--- src/rtl/line_buffer_ctrl.sv ---
// Line buffer producer: ping-pongs the input stream into two line SRAMs
// and presents top/mid/bottom rows plus a trailing flush row to the scaler.
module line_buffer_ctrl #(
    parameter int H_ACT       = 640,
    parameter int V_ACT       = 480,
    parameter int ADDR_WIDTH  = 10,
    parameter int DATA_WIDTH  = 8,
    parameter int PARAM_WIDTH = 11
) (
    input  logic                   I_CLK,
    input  logic                   I_RSTN,
    input  logic                   i_vsync,
    input  logic                   i_hsync,
    input  logic                   i_den,
    input  logic [DATA_WIDTH-1:0]  i_data,
    output logic                   o_sram_en,
    output logic                   o_sram_we0,
    output logic                   o_sram_we1,
    output logic [ADDR_WIDTH-1:0]  o_sram_addr,
    output logic [DATA_WIDTH-1:0]  o_sram_wdata,
    input  logic [DATA_WIDTH-1:0]  i_sram_q0,
    input  logic [DATA_WIDTH-1:0]  i_sram_q1,
    output logic                   o_vsync,
    output logic                   o_hsync,
    output logic                   o_den,
    output logic [PARAM_WIDTH-1:0] o_vact_state,
    output logic [PARAM_WIDTH-1:0] o_hor_cnt,
    output logic [DATA_WIDTH-1:0]  o_sram_rd1,
    output logic [DATA_WIDTH-1:0]  o_sram_rd2,
    output logic [DATA_WIDTH-1:0]  o_sram_rd3
);

    localparam int CW = ADDR_WIDTH + 1;
    localparam logic [CW-1:0] H_MAX  = CW'(H_ACT);
    localparam logic [CW-1:0] H_LAST = CW'(H_ACT - 1);
    localparam logic [PARAM_WIDTH-1:0] V_LAST   = PARAM_WIDTH'(V_ACT - 1);
    localparam logic [PARAM_WIDTH-1:0] L_ONE    = PARAM_WIDTH'(1);
    localparam logic [PARAM_WIDTH-1:0] VS_FIRST = PARAM_WIDTH'(3);
    localparam logic [PARAM_WIDTH-1:0] VS_MID   = PARAM_WIDTH'(5);
    localparam logic [PARAM_WIDTH-1:0] VS_LAST  = PARAM_WIDTH'(7);

    typedef enum logic [2:0] {
        S_IDLE,
        S_FILL,
        S_STREAM,
        S_FLUSH_WAIT,
        S_FLUSH
    } state_t;

    state_t                 r_state;
    state_t                 w_state_nxt;
    logic                   r_vsync_d;
    logic                   r_hsync_d;
    logic                   r_den_d;
    logic                   r_skip;
    logic [CW-1:0]          r_pix_cnt;
    logic [CW-1:0]          w_pix_cnt_nxt;
    logic [CW-1:0]          w_pix_inc;
    logic [PARAM_WIDTH-1:0] r_line_cnt;
    logic [PARAM_WIDTH-1:0] w_line_cnt_nxt;
    logic                   r_wr_bank;
    logic                   w_wr_bank_nxt;
    logic                   r_rd_bank;
    logic                   r_den;
    logic [PARAM_WIDTH-1:0] r_hor_cnt;
    logic [PARAM_WIDTH-1:0] r_vact;
    logic [DATA_WIDTH-1:0]  r_rd3;

    logic w_vs_rise;
    logic w_hs_rise;
    logic w_den;
    logic w_den_fall;
    logic w_active;
    logic w_in_range;
    logic w_wr;
    logic w_flush;
    logic w_rd;

    // A frame abort in mid-line discards the rest of that den burst.
    assign w_den      = i_den & ~r_skip;
    assign w_vs_rise  = i_vsync & ~r_vsync_d;
    assign w_hs_rise  = i_hsync & ~r_hsync_d;
    assign w_den_fall = ~w_den & r_den_d;
    assign w_pix_inc  = r_pix_cnt + 1'b1;
    assign w_in_range = r_pix_cnt < H_MAX;

    assign w_active = ((r_state == S_FILL) || (r_state == S_STREAM)) && !w_vs_rise;
    assign w_flush  = (r_state == S_FLUSH) && !w_vs_rise;
    assign w_wr     = w_active && w_den && w_in_range;
    assign w_rd     = (w_wr && (r_state == S_STREAM)) || w_flush;

    assign o_sram_en    = w_wr || w_flush;
    assign o_sram_we0   = w_wr && !r_wr_bank;
    assign o_sram_we1   = w_wr && r_wr_bank;
    assign o_sram_addr  = r_pix_cnt[ADDR_WIDTH-1:0];
    assign o_sram_wdata = i_data;

    always_comb begin
        w_state_nxt    = r_state;
        w_pix_cnt_nxt  = r_pix_cnt;
        w_line_cnt_nxt = r_line_cnt;
        w_wr_bank_nxt  = r_wr_bank;
        if (w_vs_rise) begin
            w_state_nxt    = S_FILL;
            w_pix_cnt_nxt  = '0;
            w_line_cnt_nxt = '0;
            w_wr_bank_nxt  = 1'b0;
        end else begin
            unique case (r_state)
                S_IDLE: begin
                    w_pix_cnt_nxt = '0;
                end
                S_FILL, S_STREAM: begin
                    if (w_den_fall) begin
                        w_pix_cnt_nxt  = '0;
                        w_line_cnt_nxt = r_line_cnt + L_ONE;
                        w_wr_bank_nxt  = ~r_wr_bank;
                        if (r_state == S_FILL) begin
                            w_state_nxt = S_STREAM;
                        end else if (r_line_cnt == V_LAST) begin
                            w_state_nxt = S_FLUSH_WAIT;
                        end
                    end else if (w_den && w_in_range) begin
                        w_pix_cnt_nxt = w_pix_inc;
                    end
                end
                S_FLUSH_WAIT: begin
                    if (w_hs_rise) begin
                        w_state_nxt   = S_FLUSH;
                        w_pix_cnt_nxt = '0;
                    end
                end
                S_FLUSH: begin
                    if (r_pix_cnt == H_LAST) begin
                        w_state_nxt    = S_IDLE;
                        w_pix_cnt_nxt  = '0;
                        w_line_cnt_nxt = '0;
                    end else begin
                        w_pix_cnt_nxt = w_pix_inc;
                    end
                end
                default: begin
                    w_state_nxt = S_IDLE;
                end
            endcase
        end
    end

    always_ff @(posedge I_CLK or negedge I_RSTN) begin
        if (!I_RSTN) begin
            r_state    <= S_IDLE;
            r_vsync_d  <= 1'b0;
            r_hsync_d  <= 1'b0;
            r_den_d    <= 1'b0;
            r_skip     <= 1'b0;
            r_pix_cnt  <= '0;
            r_line_cnt <= '0;
            r_wr_bank  <= 1'b0;
            r_rd_bank  <= 1'b0;
        end else begin
            r_state    <= w_state_nxt;
            r_vsync_d  <= i_vsync;
            r_hsync_d  <= i_hsync;
            r_den_d    <= w_den & ~w_vs_rise;
            r_skip     <= w_vs_rise ? i_den : (r_skip & i_den);
            r_pix_cnt  <= w_pix_cnt_nxt;
            r_line_cnt <= w_line_cnt_nxt;
            r_wr_bank  <= w_wr_bank_nxt;
            r_rd_bank  <= r_wr_bank;
        end
    end

    always_ff @(posedge I_CLK or negedge I_RSTN) begin
        if (!I_RSTN) begin
            r_den     <= 1'b0;
            r_hor_cnt <= '0;
            r_vact    <= '0;
            r_rd3     <= '0;
        end else begin
            r_den     <= w_rd;
            r_hor_cnt <= w_rd ? PARAM_WIDTH'(w_pix_inc) : '0;
            if (w_flush) begin
                r_vact <= VS_LAST;
            end else if (w_rd) begin
                r_vact <= (r_line_cnt == L_ONE) ? VS_FIRST : VS_MID;
            end else begin
                r_vact <= '0;
            end
            r_rd3 <= w_flush ? '0 : i_data;
        end
    end

    // The bank being written returns its previous line (read-first).
    assign o_sram_rd1 = !r_den ? '0 : (r_rd_bank ? i_sram_q1 : i_sram_q0);
    assign o_sram_rd2 = !r_den ? '0 : (r_rd_bank ? i_sram_q0 : i_sram_q1);
    assign o_sram_rd3 = r_rd3;

    assign o_vsync      = r_vsync_d;
    assign o_hsync      = r_hsync_d;
    assign o_den        = r_den;
    assign o_vact_state = r_vact;
    assign o_hor_cnt    = r_hor_cnt;

endmodule
--- config.mk ---
export PLATFORM = sky130hd
export DESIGN_NAME = line_buffer_ctrl
export DESIGN_NICKNAME = d
export VERILOG_FILES = /design/src/rtl/line_buffer_ctrl.sv
export SDC_FILE = /design/constraint.sdc
export NUM_CORES = 1
export LEC_CHECK = 0
export BUFFER_PORTS_ARGS = -buffer_cell sky130_fd_sc_hd__buf_2
export CAP_MARGIN = 30
export CORE_MARGIN = 1.5
export CORE_UTILIZATION = 50
export CTS_CLUSTER_DIAMETER = 60
export CTS_CLUSTER_SIZE = 20
export DETAILED_ROUTE_END_ITERATION = 7
export PLACE_DENSITY = 0.79
export SYNTH_ARGS = -nofsm -noshare
export SYNTH_HDL_FRONTEND = slang
export SYNTH_SLANG_ARGS = --single-unit
--- constraint.sdc ---
create_clock -name I_CLK -period 3.8 [get_ports I_CLK]
set_input_delay 0.19 -clock I_CLK [delete_from_list [all_inputs] [get_ports I_CLK]]
set_output_delay 0.19 -clock I_CLK [all_outputs]
set_load 0.05 [all_outputs]
==> Word-level counts from Yosys, hierarchy flattened <==
Cells that the tools add are included.
{ "op_classes": {"n_addsub": 2, "magnitude_cmp": 1, "n_eq_ne": 13, "muxes": 30, "n_bitwise": 12, "n_reduce_logical": 23} }
{ "op_table": {"columns": ["op", "n"], "rows": [
  ["$mux 11", 9],
  ["$pmux 11 s4", 1],
  ["$mux 8", 5],
  ["$mux 3", 9],
  ["$add 11x1->11 const B", 2],
  ["$pmux 11 s2", 1],
  ["$pmux 3 s4", 1],
  ["$eq 11x1->1 const B", 1],
  ["$eq 11x10->1 const B", 1],
  ["$eq 11x9->1 const B", 1],
  ["$lt 11x10->1 const B", 1],
  ["$logic_and 1x1->1", 8],
  ["$ne 4x4->1 const B", 2],
  ["$and 1x1->1", 6],
  ["$eq 3x2->1 const B", 2],
  ["$ne 3x3->1 const B", 2],
  ["$not 1->1", 6],
  ["$reduce_and 3->1", 2],
  ["$reduce_and 5->1", 1],
  ["$reduce_bool 5->1", 1],
  ["$mux 1", 4],
  ["$reduce_bool 2->1", 2],
  ["$eq 3x1->1 const B", 1],
  ["$eq 3x3->1 const B", 1],
  ["other kinds (8)", 11]
]} }
{ "totals": {"reg_bits": 62, "in_bits": 29, "output_inout_bits": 70, "wordCells": 94} }

==> Longest topological paths before layout <==
Gate-level depths: netlist (run 1).
{ "depth": {"word_depth": 10, "mapped_depth": 8, "ltp_nobuf": 6} }

==> Worst setup path before layout (run 1) <==
OpenSTA, ideal clock, no wires.
{ "synth_path": {"kind": "register to register", "from": "register r_vsync_d (netlist: o_vsync)", "to": "register r_pix_cnt[6]", "setup_time_ns": 0.121, "arrival_ns": 1.939, "required_time_ns": 3.679, "path_slack_ns": 1.739, "stages_incl_launch_ff": 7, "path_buffers": 2, "synth_period_minus_slack_ns": 2.061, "cell_sequence": "dfrtp_1 nand2b_1 clkbuf_1 nand2_1 clkbuf_1 nand2_1 a22o_1"} }
{ "synth_between": {"elab_chain_cells": 4, "word_cells_on_any_way": 7, "cone_classes": "eq/ne (2); mux (1); bitwise (2); reduce/logical (2)"} }
{ "synth_rtl": {"columns": ["item", "line", "rtl"], "rows": [
  ["from (decl)", "52", "logic r_vsync_d;"],
  ["from (signal assigned)", "162", "r_vsync_d <= i_vsync;"],
  ["$not 1->1 (*)", "81", "assign w_vs_rise = i_vsync & ~r_vsync_d;"],
  ["$and 1x1->1 (*)", "81", null],
  ["$ne 4x4->1 (no source line) (tied with other cells)", null, null],
  ["$reduce_and 3->1 (no source line)", null, null],
  ["to (signal assigned)", "166", "r_pix_cnt <= w_pix_cnt_nxt;"],
  ["to (decl)", "56", "logic [CW-1:0] r_pix_cnt;"]
]} }
Every way passes the cells marked *; elsewhere a longest branch is shown, timed or not.
A chain may end at the register's enable or synchronous reset.

==> Worst setup path in the final report (run 1) <==
{ "layout_path": {"from": "register r_state[2]", "to": "register r_line_cnt[4]"} }
{ "layout_between": {"elab_chain_cells": 4, "word_cells_on_any_way": 10, "cone_classes": "eq/ne (5); mux (2); reduce/logical (3)"} }
{ "layout_rtl": {"columns": ["item", "line", "rtl"], "rows": [
  ["from (decl)", "50", "state_t r_state;"],
  ["from (signal assigned)", "161", "r_state <= w_state_nxt;"],
  ["$eq 3x1->1 / $eq 3x2->1 (equally long branches)", "109", "unique case (r_state)"],
  ["$reduce_or 2->1", "109", null],
  ["$ne 3x3->1 (no source line) (tied with other cells)", null, null],
  ["$reduce_and 3->1 (no source line) / $mux 11 (equally long branches)", null, null],
  ["to (signal assigned)", "167", "r_line_cnt <= w_line_cnt_nxt;"],
  ["to (decl)", "59", "logic [PARAM_WIDTH-1:0] r_line_cnt;"]
]} }
Several ways; a longest one is shown, not always the timed one.

==> flow_metrics.env, run 1 <==
export IMPL_first_global_vias=2176
export IMPL_fin_util_pct=58.4
export IMPL_finalCriticalPeriod_ns=2.33
export IMPL_gp_congestion=0.853
export IMPL_viasPerCell=5.33
export IMPL_grt_use_total_pct=19.5
export IMPL_fin_area_sq_um=3460
export IMPL_clock_sinks=53
export IMPL_n_antenna_cell=0
export IMPL_synth_area_per_cell_sq_um=9.46
export IMPL_power_density_nw_per_um2=503
export IMPL_violations="hold timing"
export IMPL_die_y_microns=81.2
export IMPL_postRouteAntennaNets=0
export IMPL_drv_cap=0
export IMPL_first_pass_iters=5
export IMPL_start_util_pct=51.6
export IMPL_clock_fmax_ghz=0.429
export IMPL_row_count=28
export IMPL_dieWidth_microns=81.2
export IMPL_cpMaxStageDelayCell="o22ai_1"
export IMPL_cts_resized=0
export IMPL_final_period_utilization_pct=61.3
export IMPL_maxUsedRoutingLayer="met4"
export IMPL_routed_wl_microns=6390
export IMPL_end_kind="flop"
export IMPL_synth_warnings=0
export IMPL_crit_buf_inv=0
export IMPL_dpl_instance_area_sq_um=3360
export IMPL_antenna_found_initial=0
export IMPL_p_leak_nw=1.72
export IMPL_drv_slew=0
export IMPL_synth_top_area_cell="dfrtp_1"
export IMPL_cp_slowest_stage_delay_ns=0.74
export IMPL_synth_area_top_cells="dfrtp_1 (43%), buf_4 (6.9%), mux2i_1 (5.6%), nor2_1 (4.3%), nor2b_1 (4.3%)"
export IMPL_grt_first_pass_wirelength_microns=10100
export IMPL_cp_top_family="compound AO/OA/AOI/OAI gates"
export IMPL_fin_skew_ns=0.00650
export IMPL_setup_viol=0
export IMPL_crit_path_start_kind="flop"
export IMPL_wl_met1_microns=2760
export IMPL_ys_types=51
export IMPL_slew_headroom_pct=43.7
export IMPL_syn_instance_count=323
export IMPL_cts_htree_levels=2
export IMPL_syn_area_sq_um=3050
export IMPL_detailed_place_hpwl_microns=4830
export IMPL_finalNetCount=421
export IMPL_ir_drop_mv=0.235
export IMPL_ys_ff_latch=53
export IMPL_stdcell_count=465
export IMPL_timing_hold_ws_ns=-0.0292
export IMPL_path_clk_slew_ns=0.09
export IMPL_cts_buffer_depth=2
export IMPL_io_buffers=90
export IMPL_place_inst=456
export IMPL_layout_drive_gt1_share_pct=27.7
export IMPL_async_flop_share_pct=100
export IMPL_synth_top_area_share_pct=43.4
export IMPL_layout_commonest_cell="buf_2"
export IMPL_worstPathArrival_ns=2.52
export IMPL_fin_tns_setup_ns=0
export IMPL_timing_worst_slew_pin_value_ns=0.844
export IMPL_crit_type="flop to flop"
export IMPL_status="finished with violations"
export IMPL_routed_wl_met3_microns=313
export IMPL_synth_ff_type="dfrtp_1"
export IMPL_area_growth_pct=13.3
export IMPL_io_pins=99
export IMPL_cts_root_buf="clkbuf_8"
export IMPL_hp_class="input pin to asynchronous set/reset pin"
export IMPL_critPathRequiredTime_ns=3.99
export IMPL_cts_buffers=5
export IMPL_crit_chain="nor3b_1 > nand2_1 > o22ai_1 > mux2i_1 > o21ai_0"
export IMPL_grt_max_degree=54
export IMPL_synth_edff_count=0
export IMPL_cp_max_fo=12
export IMPL_core_area_sq_um=5920
export IMPL_grt_ovfl_total=0
export IMPL_cts_tree="done"
export IMPL_drc=0
export IMPL_wl_per_cell_microns=13.7
export IMPL_clk_latency_ns=0.30
export IMPL_drt_iter0_markers=128
export IMPL_wl_met2_microns=3280
export IMPL_final_cell_mix="buf_2 (90), dfrtp_1 (53), nor2_1 (35)"
export IMPL_rsz0062_at_grt="no"
export IMPL_finalPower_mw=1.74
export IMPL_vias=2478
export IMPL_ys_seq_area_share_pct=43.4
export IMPL_final_hold_viol_count=24
export IMPL_dieArea_sq_um=6590
Yosys cell counts (3+ instances only):
cell type  number
inv_1           8
nand2b_1        3
nand2_1        20
dfrtp_1        53
nand3_1        11
nor2b_1        21
and2_1          9
xnor2_1         8
xor2_1          5
o21ai_0        25
nor2_1         35
buf_4          28
a22o_1         12
ha_1            3
and3_1          4
clkbuf_1        5
nor3_1          9
buf_2           5
mux2i_1        17
a21oi_1         3
nand4_1         3
a211oi_1        3
power by group:
part,internal [mW],total [mW],switching [mW]
clock,0.130,0.309,0.179
combinational,0.246,0.708,0.462
sequential,0.614,0.723,0.109
total,0.990,1.74,0.750
area by class of cell:
| class | count | area (sq um) |
|---|---|---|
| well taps | 75 | 93.8 |
| repair buffers | 92 | 468 |
| inverters | 8 | 30.0 |
| flip-flops and latches | 53 | 1330 |
| multi-input cells | 229 | 1450 |
| clock buffers | 6 | 72.6 |
| fillers | 502 | 2460 |
| clock inverters | 2 | 15.0 |
path summary, 6_finish.rpt:
| kind | slack (ns) | to | depth (start not counted) | start |
|---|---|---|---|---|
| max in group asynchronous | 3.38 | o_vact_state[1] | 2 | I_RSTN |
| worst max-delay path | 1.47 | r_line_cnt[4] | 5 | r_state[2] |
| worst min-delay path | -0.03 | r_line_cnt[10] | 2 | I_RSTN |
| worst max register to register | 1.47 | r_line_cnt[4] | 5 | r_state[2] |
| worst min register to register | 0.49 | r_skip | 1 | r_skip |
| min in group I_CLK | 0.02 | o_vsync | 1 | i_vsync |
worst reg2reg max path, stage by stage, from the launching register on:
cell     delay, ns
dfrtp_1       0.56
nor3b_1       0.31
nand2_1       0.27
o22ai_1       0.74
mux2i_1       0.25
o21ai_0       0.09
through the flow:
stage | hold WS (ns) | setup WS (ns)
detailed placement | 0.317 | 1.48
CTS | 0.0160 | 1.49
floorplan | -0.106 | 1.74
global route | 0.00932 | 1.22
global placement | 0.309 | 1.58
finish | -0.0292 | 1.47
routing by layer:
| layer | up-vias | global-route usage (%) |
|---|---|---|
| li1 | 1205 | - |
| met1 | 1184 | 25.0 |
| met2 | 83 | 34.1 |
| met3 | 6 | 3.48 |
| met4 | 0 | 4.83 |
| met5 | - | 0 |
state kept, by name, indices dropped and copies added (netlist names):
| name | cells |
|---|---|
| o_hor_cnt | 11 |
| o_hsync | 1 |
| o_sram_rd3 | 8 |
| o_vact_state | 3 |
| o_vsync | 1 |
| r_den_d | 1 |
| r_line_cnt | 11 |
| r_pix_cnt | 11 |
| r_rd_bank | 1 |
| r_skip | 1 |
| r_state | 3 |
| r_wr_bank | 1 |
cell families (layout without fill, tap and decap cells):
| logic type | count (synthesis) | after routing | synth area share, % |
|---|---|---|---|
| simple gates | 128 | 128 | 21.9 |
| compound gates | 59 | 59 | 13.8 |
| flops | 53 | 53 | 43.4 |
| buf+inv | 48 | 108 | 9.83 |
| mux | 18 | 18 | 5.94 |
| xor+xnor | 13 | 13 | 3.73 |
| fa+ha+maj | 3 | 3 | 1.23 |
| other cells | 1 | 8 | 0.123 |
timing repair:
action,CTS,global route
setup endpoints to repair,0,0
hold buffers,1,0
endpoints found under the hold margin,1,0
setup buffers,0,0
Power figures use the tool's default switching activity.
==> run 2: changes to the inputs <==
--- a/config.mk
+++ b/config.mk
@@ -5,6 +5,7 @@
 export SDC_FILE = /design/constraint.sdc
 export NUM_CORES = 1
 export LEC_CHECK = 0
+export ABC_AREA = 1
 export BUFFER_PORTS_ARGS = -buffer_cell sky130_fd_sc_hd__buf_2
 export CAP_MARGIN = 30
 export CORE_MARGIN = 1.5
@@ -12,7 +13,7 @@
 export CTS_CLUSTER_DIAMETER = 60
 export CTS_CLUSTER_SIZE = 20
 export DETAILED_ROUTE_END_ITERATION = 7
-export PLACE_DENSITY = 0.79
+export PLACE_DENSITY = 0.78
 export SYNTH_ARGS = -nofsm -noshare
 export SYNTH_HDL_FRONTEND = slang
 export SYNTH_SLANG_ARGS = --single-unit
==> constraint.sdc (replaced) <==
create_clock -name I_CLK -period 2.2 [get_ports I_CLK]
set_input_delay 0.11 -clock I_CLK [delete_from_list [all_inputs] [get_ports I_CLK]]
set_output_delay 0.11 -clock I_CLK [all_outputs]
set_load 0.05 [all_outputs]
==> run 2 against run 1 <==
The flow still finishes with violations (hold timing). Register-to-register slack got worse by 1.0 ns. Via count up 22%. Count of clock-buffer cells in the layout stayed put. Final area increased by 9.1%. Largest cell class unchanged.
==> flow_metrics.env, run 2 <==
export IMPL_layout_commonest_cell="nand2_1"
export IMPL_grt_use_total_pct=21.4
export IMPL_cts_htree_levels=2
export IMPL_violations="hold timing"
export IMPL_drc=0
export IMPL_path_clk_slew_ns=0.10
export IMPL_die_y_microns=84.1
export IMPL_post_cts_setup_buffers=0
export IMPL_cts_resized=0
export IMPL_grt_use_met2_pct=37.4
export IMPL_wl_per_cell_microns=12.3
export IMPL_start_util_pct=51.7
export IMPL_place_ws_ns=0.493
export IMPL_grt_max_degree=29
export IMPL_grt_first_pass_wirelength_microns=12500
export IMPL_ir_drop_mv=0.532
export IMPL_first_global_vias=2830
export IMPL_crit_cells=8
export IMPL_fin_skew_ns=0.00942
export IMPL_row_count=29
export IMPL_layout_drive_gt1_share_pct=25.3
export IMPL_finalCriticalPeriod_ns=1.90
export IMPL_rsz0062_at_grt="no"
export IMPL_routed_wl_microns=7340
export IMPL_syn_instance_count=446
export IMPL_power_density_nw_per_um2=847
export IMPL_viasPerCell=5.07
export IMPL_io_pins=99
export IMPL_crit_path_start_kind="flop"
export IMPL_multi_input_area_sq_um=1510
export IMPL_final_period_utilization_pct=86.3
export IMPL_worstPathArrival_ns=1.79
export IMPL_r2r_cells=8
export IMPL_cts_root_buf="clkbuf_8"
export IMPL_drv_slew=0
export IMPL_fin_tns_setup_ns=0
export IMPL_ys_types=32
export IMPL_setup_viol=0
export IMPL_grtUsageMet1_pct=26.9
export IMPL_timing_hold_ws_ns=-0.00179
export IMPL_core_area_sq_um=6350
export IMPL_synth_warnings=0
export IMPL_finalPower_mw=3.20
export IMPL_crit_chain="nor2_2 > nand2_2 > nand2_4 > nand2_4 > nor2_1 > inv_1 > nor2_1 > buf_2"
export IMPL_crit_type="flop to output pin"
export IMPL_cp_slowest_stage_delay_ns=0.45
export IMPL_clock_sinks=53
export IMPL_synth_area_top_cells="dfrtp_1 (40%), nand2_1 (12%), nor2_1 (8.1%), buf_4 (6.4%), nand3_1 (6.1%)"
export IMPL_synth_ff_type="dfrtp_1"
export IMPL_detailed_place_hpwl_microns=5630
export IMPL_grt_use_met3_pct=3.66
export IMPL_synth_edff_count=0
export IMPL_antenna_found_initial=0
export IMPL_place_inst=585
export IMPL_cpMaxStageDelayCell="dfrtp_1"
export IMPL_finalNetCount=552
export IMPL_final_hold_viol_count=1
export IMPL_synth_area_per_cell_sq_um=7.37
export IMPL_synth_commonest_cells="nand2_1 (103), nor2_1 (71), dfrtp_1 (53)"
export IMPL_drt_iter0_markers=224
export IMPL_io_buffers=90
export IMPL_cts_hold_buffers=5
export IMPL_final_cell_mix="nand2_1 (103), buf_2 (90), nor2_1 (71)"
export IMPL_ys_seq_area_share_pct=40.4
export IMPL_cp_top_family="simple AND/OR/NAND/NOR gates"
export IMPL_n_antenna_cell=0
export IMPL_slew_headroom_pct=59.2
export IMPL_n_fill_cell=570
export IMPL_grt_ovfl_total=0
export IMPL_fin_area_sq_um=3770
export IMPL_end_kind="output pin"
export IMPL_fin_util_pct=59.4
export IMPL_timing_worst_slew_pin_value_ns=0.612
export IMPL_dieWidth_microns=84.1
export IMPL_syn_area_sq_um=3290
export IMPL_status="finished with violations"
export IMPL_vias=3030
export IMPL_hp_class="input pin to flop"
export IMPL_cp_max_fo=9
export IMPL_clk_latency_ns=0.31
export IMPL_synth_top_area_share_pct=40.4
export IMPL_gp_congestion=0.858
export IMPL_layout_setup_ws_ns=0.302
export IMPL_crit_buf_inv=2
export IMPL_dpl_instance_area_sq_um=3610
export IMPL_yosysMostFrequentCell="nand2_1"
export IMPL_clock_fmax_ghz=0.527
export IMPL_postRouteAntennaNets=0
export IMPL_cts_buffer_depth=2
export IMPL_synth_top_area_cell="dfrtp_1"
export IMPL_area_growth_pct=14.9
export IMPL_cts_buffers=5
export IMPL_ys_ff_latch=53
export IMPL_async_flop_share_pct=100
export IMPL_whs_path_depth=3
export IMPL_first_pass_iters=7
export IMPL_drv_cap=0
export IMPL_busiest_layer="met2"
export IMPL_dieArea_sq_um=7070
export IMPL_final_seq_area_sq_um=1330
export IMPL_cts_tree="done"
export IMPL_critPathRequiredTime_ns=2.09
export IMPL_p_leak_nw=2.12
export IMPL_stdcell_count=598
## run 2: layout make-up
type,count,area share [%]
multi-input cells,310,40.1
inverters,54,5.50
repair buffers,96,13.8
clock inverters,2,1.03
clock buffers,6,1.92
well taps,77,2.55
flip-flops and latches,53,35.1
## run 2: worst min-delay path: stages
cell,delay (ns)
buf_2,0.08
nand2_1,0.05
inv_1,0.04
## run 2: final timing paths
kind                                    from  slack (ns)       endpoint
worst min-delay path               i_data[7]      -0.002  o_sram_rd3[7]
worst max register to register  r_pix_cnt[7]        0.47   r_pix_cnt[5]
worst min register to register     r_wr_bank        0.41      r_rd_bank
min in group asynchronous             I_RSTN        0.34   o_hor_cnt[0]
worst max-delay path              r_state[0]        0.30     o_sram_we1
max in group asynchronous             I_RSTN        1.30   r_pix_cnt[8]
## run 2: power by group
part / internal (mW) / leakage (nW) / switching, mW
logic: 0.336 / 1.36 / 1.01
clock network: 0.342 / 0.0554 / 0.317
registers: 1.07 / 0.709 / 0.121
## run 2: logic make-up after synthesis
| family | Yosys count | synth area share, % |
|---|---|---|
| DFF | 53 | 40.4 |
| xor gates and xnor gates | 4 | 1.07 |
| AOI/OAI and AO/OA | 41 | 7.43 |
| buffers and inverters | 90 | 14.4 |
| and+or+nand+nor | 254 | 35.5 |
| adders and majority gates | 3 | 1.14 |
| other | 1 | 0.114 |
## run 2: metal layers
layer | vias to the layer above | share of wire [%] | routed length, microns
met3 | 16 | 5.1 | 371
met4 | 0 | 2.0 | 149
li1 | 1515 | - | -
met5 | - | 0 | 0
met2 | 94 | 51 | 3720
met1 | 1405 | 42 | 3100
==> run 3: changes to the inputs <==
==> constraint.sdc (replaced) <==
create_clock -name I_CLK -period 1.85 [get_ports I_CLK]
set_input_delay 0.0925 -clock I_CLK [delete_from_list [all_inputs] [get_ports I_CLK]]
set_output_delay 0.0925 -clock I_CLK [all_outputs]
set_load 0.05 [all_outputs]
==> run 3 against run 2 <==
Highest routed layer unchanged. Global-route usage rose by 1.1 points. Largest power group unchanged. The flow now finishes without violations. Hold slack improved by 0.045 ns. Clock power is 15% higher. Critical endpoint unchanged. Sequential cell count is the same. Utilization up 2.3 points. Sequential share of layout area decreased by 1.3 points. Critical path depth is the same. Critical path type unchanged. Sequential power increased by 17%.
==> flow_metrics.env, run 3 (synthesis results as in run 2) <==
export IMPL_io_buffers=90
export IMPL_dieArea_sq_um=7070
export IMPL_comb_power_share_pct=44.5
export IMPL_cts_buffer_depth=2
export IMPL_finalCriticalPeriod_ns=1.74
export IMPL_cts_buffers=5
export IMPL_dieWidth_microns=84.1
export IMPL_drt_iter0_markers=190
export IMPL_p_sw_mw=1.73
export IMPL_hold_end="r_skip"
export IMPL_n_antenna_cell=0
export IMPL_rsz0062_at_grt="no"
export IMPL_timing_hold_ws_ns=0.0433
export IMPL_min_from="i_den"
export IMPL_worstPathArrival_ns=1.64
export IMPL_cts_tree="done"
export IMPL_first_global_vias=2960
export IMPL_r2r_cells=9
export IMPL_start_util_pct=51.7
export IMPL_status="completed"
export IMPL_crit_path_start_kind="flop"
export IMPL_power_frac_seq_pct=36.0
export IMPL_area_growth_pct=19.3
export IMPL_hp_class="input pin to flop"
export IMPL_wl_per_cell_microns=12.5
export IMPL_final_hold_viol_count=0
export IMPL_layout_commonest_cell="nand2_1"
export IMPL_clock_sinks=53
export IMPL_dpl_instance_area_sq_um=3660
export IMPL_power_density_nw_per_um2=989
export IMPL_antenna_found_initial=0
export IMPL_detailed_place_hpwl_microns=5810
export IMPL_fin_area_sq_um=3920
export IMPL_layout_setup_ws_ns=0.113
export IMPL_setup_viol=0
export IMPL_fin_tns_setup_ns=0
export IMPL_clk_latency_ns=0.30
export IMPL_final_period_utilization_pct=93.9
export IMPL_drv_cap=0
export IMPL_timing_worst_slew_pin_value_ns=0.542
export IMPL_whs_path_depth=2
export IMPL_postRouteAntennaNets=0
export IMPL_crit_type="flop to output pin"
export IMPL_io_pins=99
export IMPL_path_clk_slew_ns=0.09
export IMPL_routed_wl_microns=7640
export IMPL_place_ws_ns=0.171
export IMPL_finalPower_mw=3.88
export IMPL_viasPerCell=5.11
export IMPL_p_leak_nw=2.19
export IMPL_layout_drive_gt1_share_pct=26.7
export IMPL_grt_ovfl_total=0
export IMPL_netSwitchingFraction_pct=44.5
export IMPL_cts_root_buf="clkbuf_8"
export IMPL_pwr_share_clk_pct=19.5
export IMPL_finalNetCount=567
export IMPL_gp_congestion=0.870
export IMPL_cp_max_fo=5
export IMPL_grt_use_total_pct=22.5
export IMPL_end_kind="output pin"
export IMPL_r2r_slack_ns=0.17
export IMPL_grt_max_degree=32
export IMPL_row_count=29
export IMPL_slew_headroom_pct=63.9
export IMPL_critPathRequiredTime_ns=1.76
export IMPL_grt_first_pass_wirelength_microns=13200
export IMPL_die_y_microns=84.1
export IMPL_clock_fmax_ghz=0.576
export IMPL_vias=3128
export IMPL_first_pass_iters=5
export IMPL_rr_endpoint="r_line_cnt[2]"
export IMPL_drc=0
export IMPL_n_fill_cell=598
export IMPL_core_area_sq_um=6350
export IMPL_drv_slew=0
export IMPL_fin_skew_ns=0.00735
export IMPL_r2r_start="r_pix_cnt[0]"
export IMPL_ir_drop_mv=0.539
export IMPL_final_cell_mix="nand2_1 (103), buf_2 (87), nor2_1 (70)"
export IMPL_cts_htree_levels=2
export IMPL_intPower_mw=2.15
==> run 3: worst max-delay path by stage <==
stage                       startpoint             to  slack, ns  cells after the start
after floorplan                o_vsync     o_sram_we0       0.02                      6
after global placement    r_pix_cnt[0]  r_line_cnt[2]       0.21                      9
after detailed placement  r_pix_cnt[8]   r_pix_cnt[6]       0.17                      8
final                       r_state[0]     o_sram_we1       0.11                      8
after global routing        r_state[1]      o_sram_en      0.007                      6
after CTS                   r_state[0]     o_sram_we1      0.002                      8
==> run 3: timing repair <==
item | 4_1_cts | 5_1_grt
gates resized for setup | 5 | 4
setup endpoints to repair | 3 | 14
setup buffers | 1 | 2
hold buffers | 11 | 0
hold endpoints to repair | 32 | 0
pin swaps | 0 | 1
==> run 3: worst max-delay path, stage by stage (launching register included) <==
cell and delay [ns]:
dfrtp_2 0.45, nor2_2 0.12, nand2_2 0.09, nand2_4 0.11
nand2_4 0.07, nor2_2 0.11, inv_1 0.08, nor2_1 0.13
buf_6 0.18
==> run 3: power groups by stage <==
stage                     Sequential, mW  Clock (mW)  Combinational [mW]
after detailed placement            1.41           0                1.63
final                               1.39       0.755                1.73
after global routing                1.42       0.825                1.88
after global placement              1.41           0                1.59
after CTS                           1.39       0.775                1.67
after floorplan                     1.52           0                1.24
==> run 3: final cells by class <==
cell class	count	area (sq um)	area share (%)
clock buffer	5	68.8	1.76
multi-input combinational	310	1520	38.8
timing repair buffer	111	663	16.9
inverter	54	208	5.30
sequential	53	1330	33.9
tap	77	96.3	2.46
clock inverter	2	35.0	0.894
==> run 3: layer usage <==
| metal | up-vias | share of wire, % | GRT usage, % |
|---|---|---|---|
| met1 | 1486 | 42 | 28.3 |
| met2 | 93 | 53 | 40.7 |
| met3 | 5 | 4.7 | 3.76 |
| li1 | 1544 | - | - |
| met4 | 0 | 0.44 | 4.17 |
| met5 | - | 0 | 0 |
==> run 3: through the flow <==
step	std cells	util, %
after floorplan	453	-
after global placement	591	57.6
after detailed placement	591	57.6
after CTS	610	61.3
after global routing	612	61.7
final	612	61.7
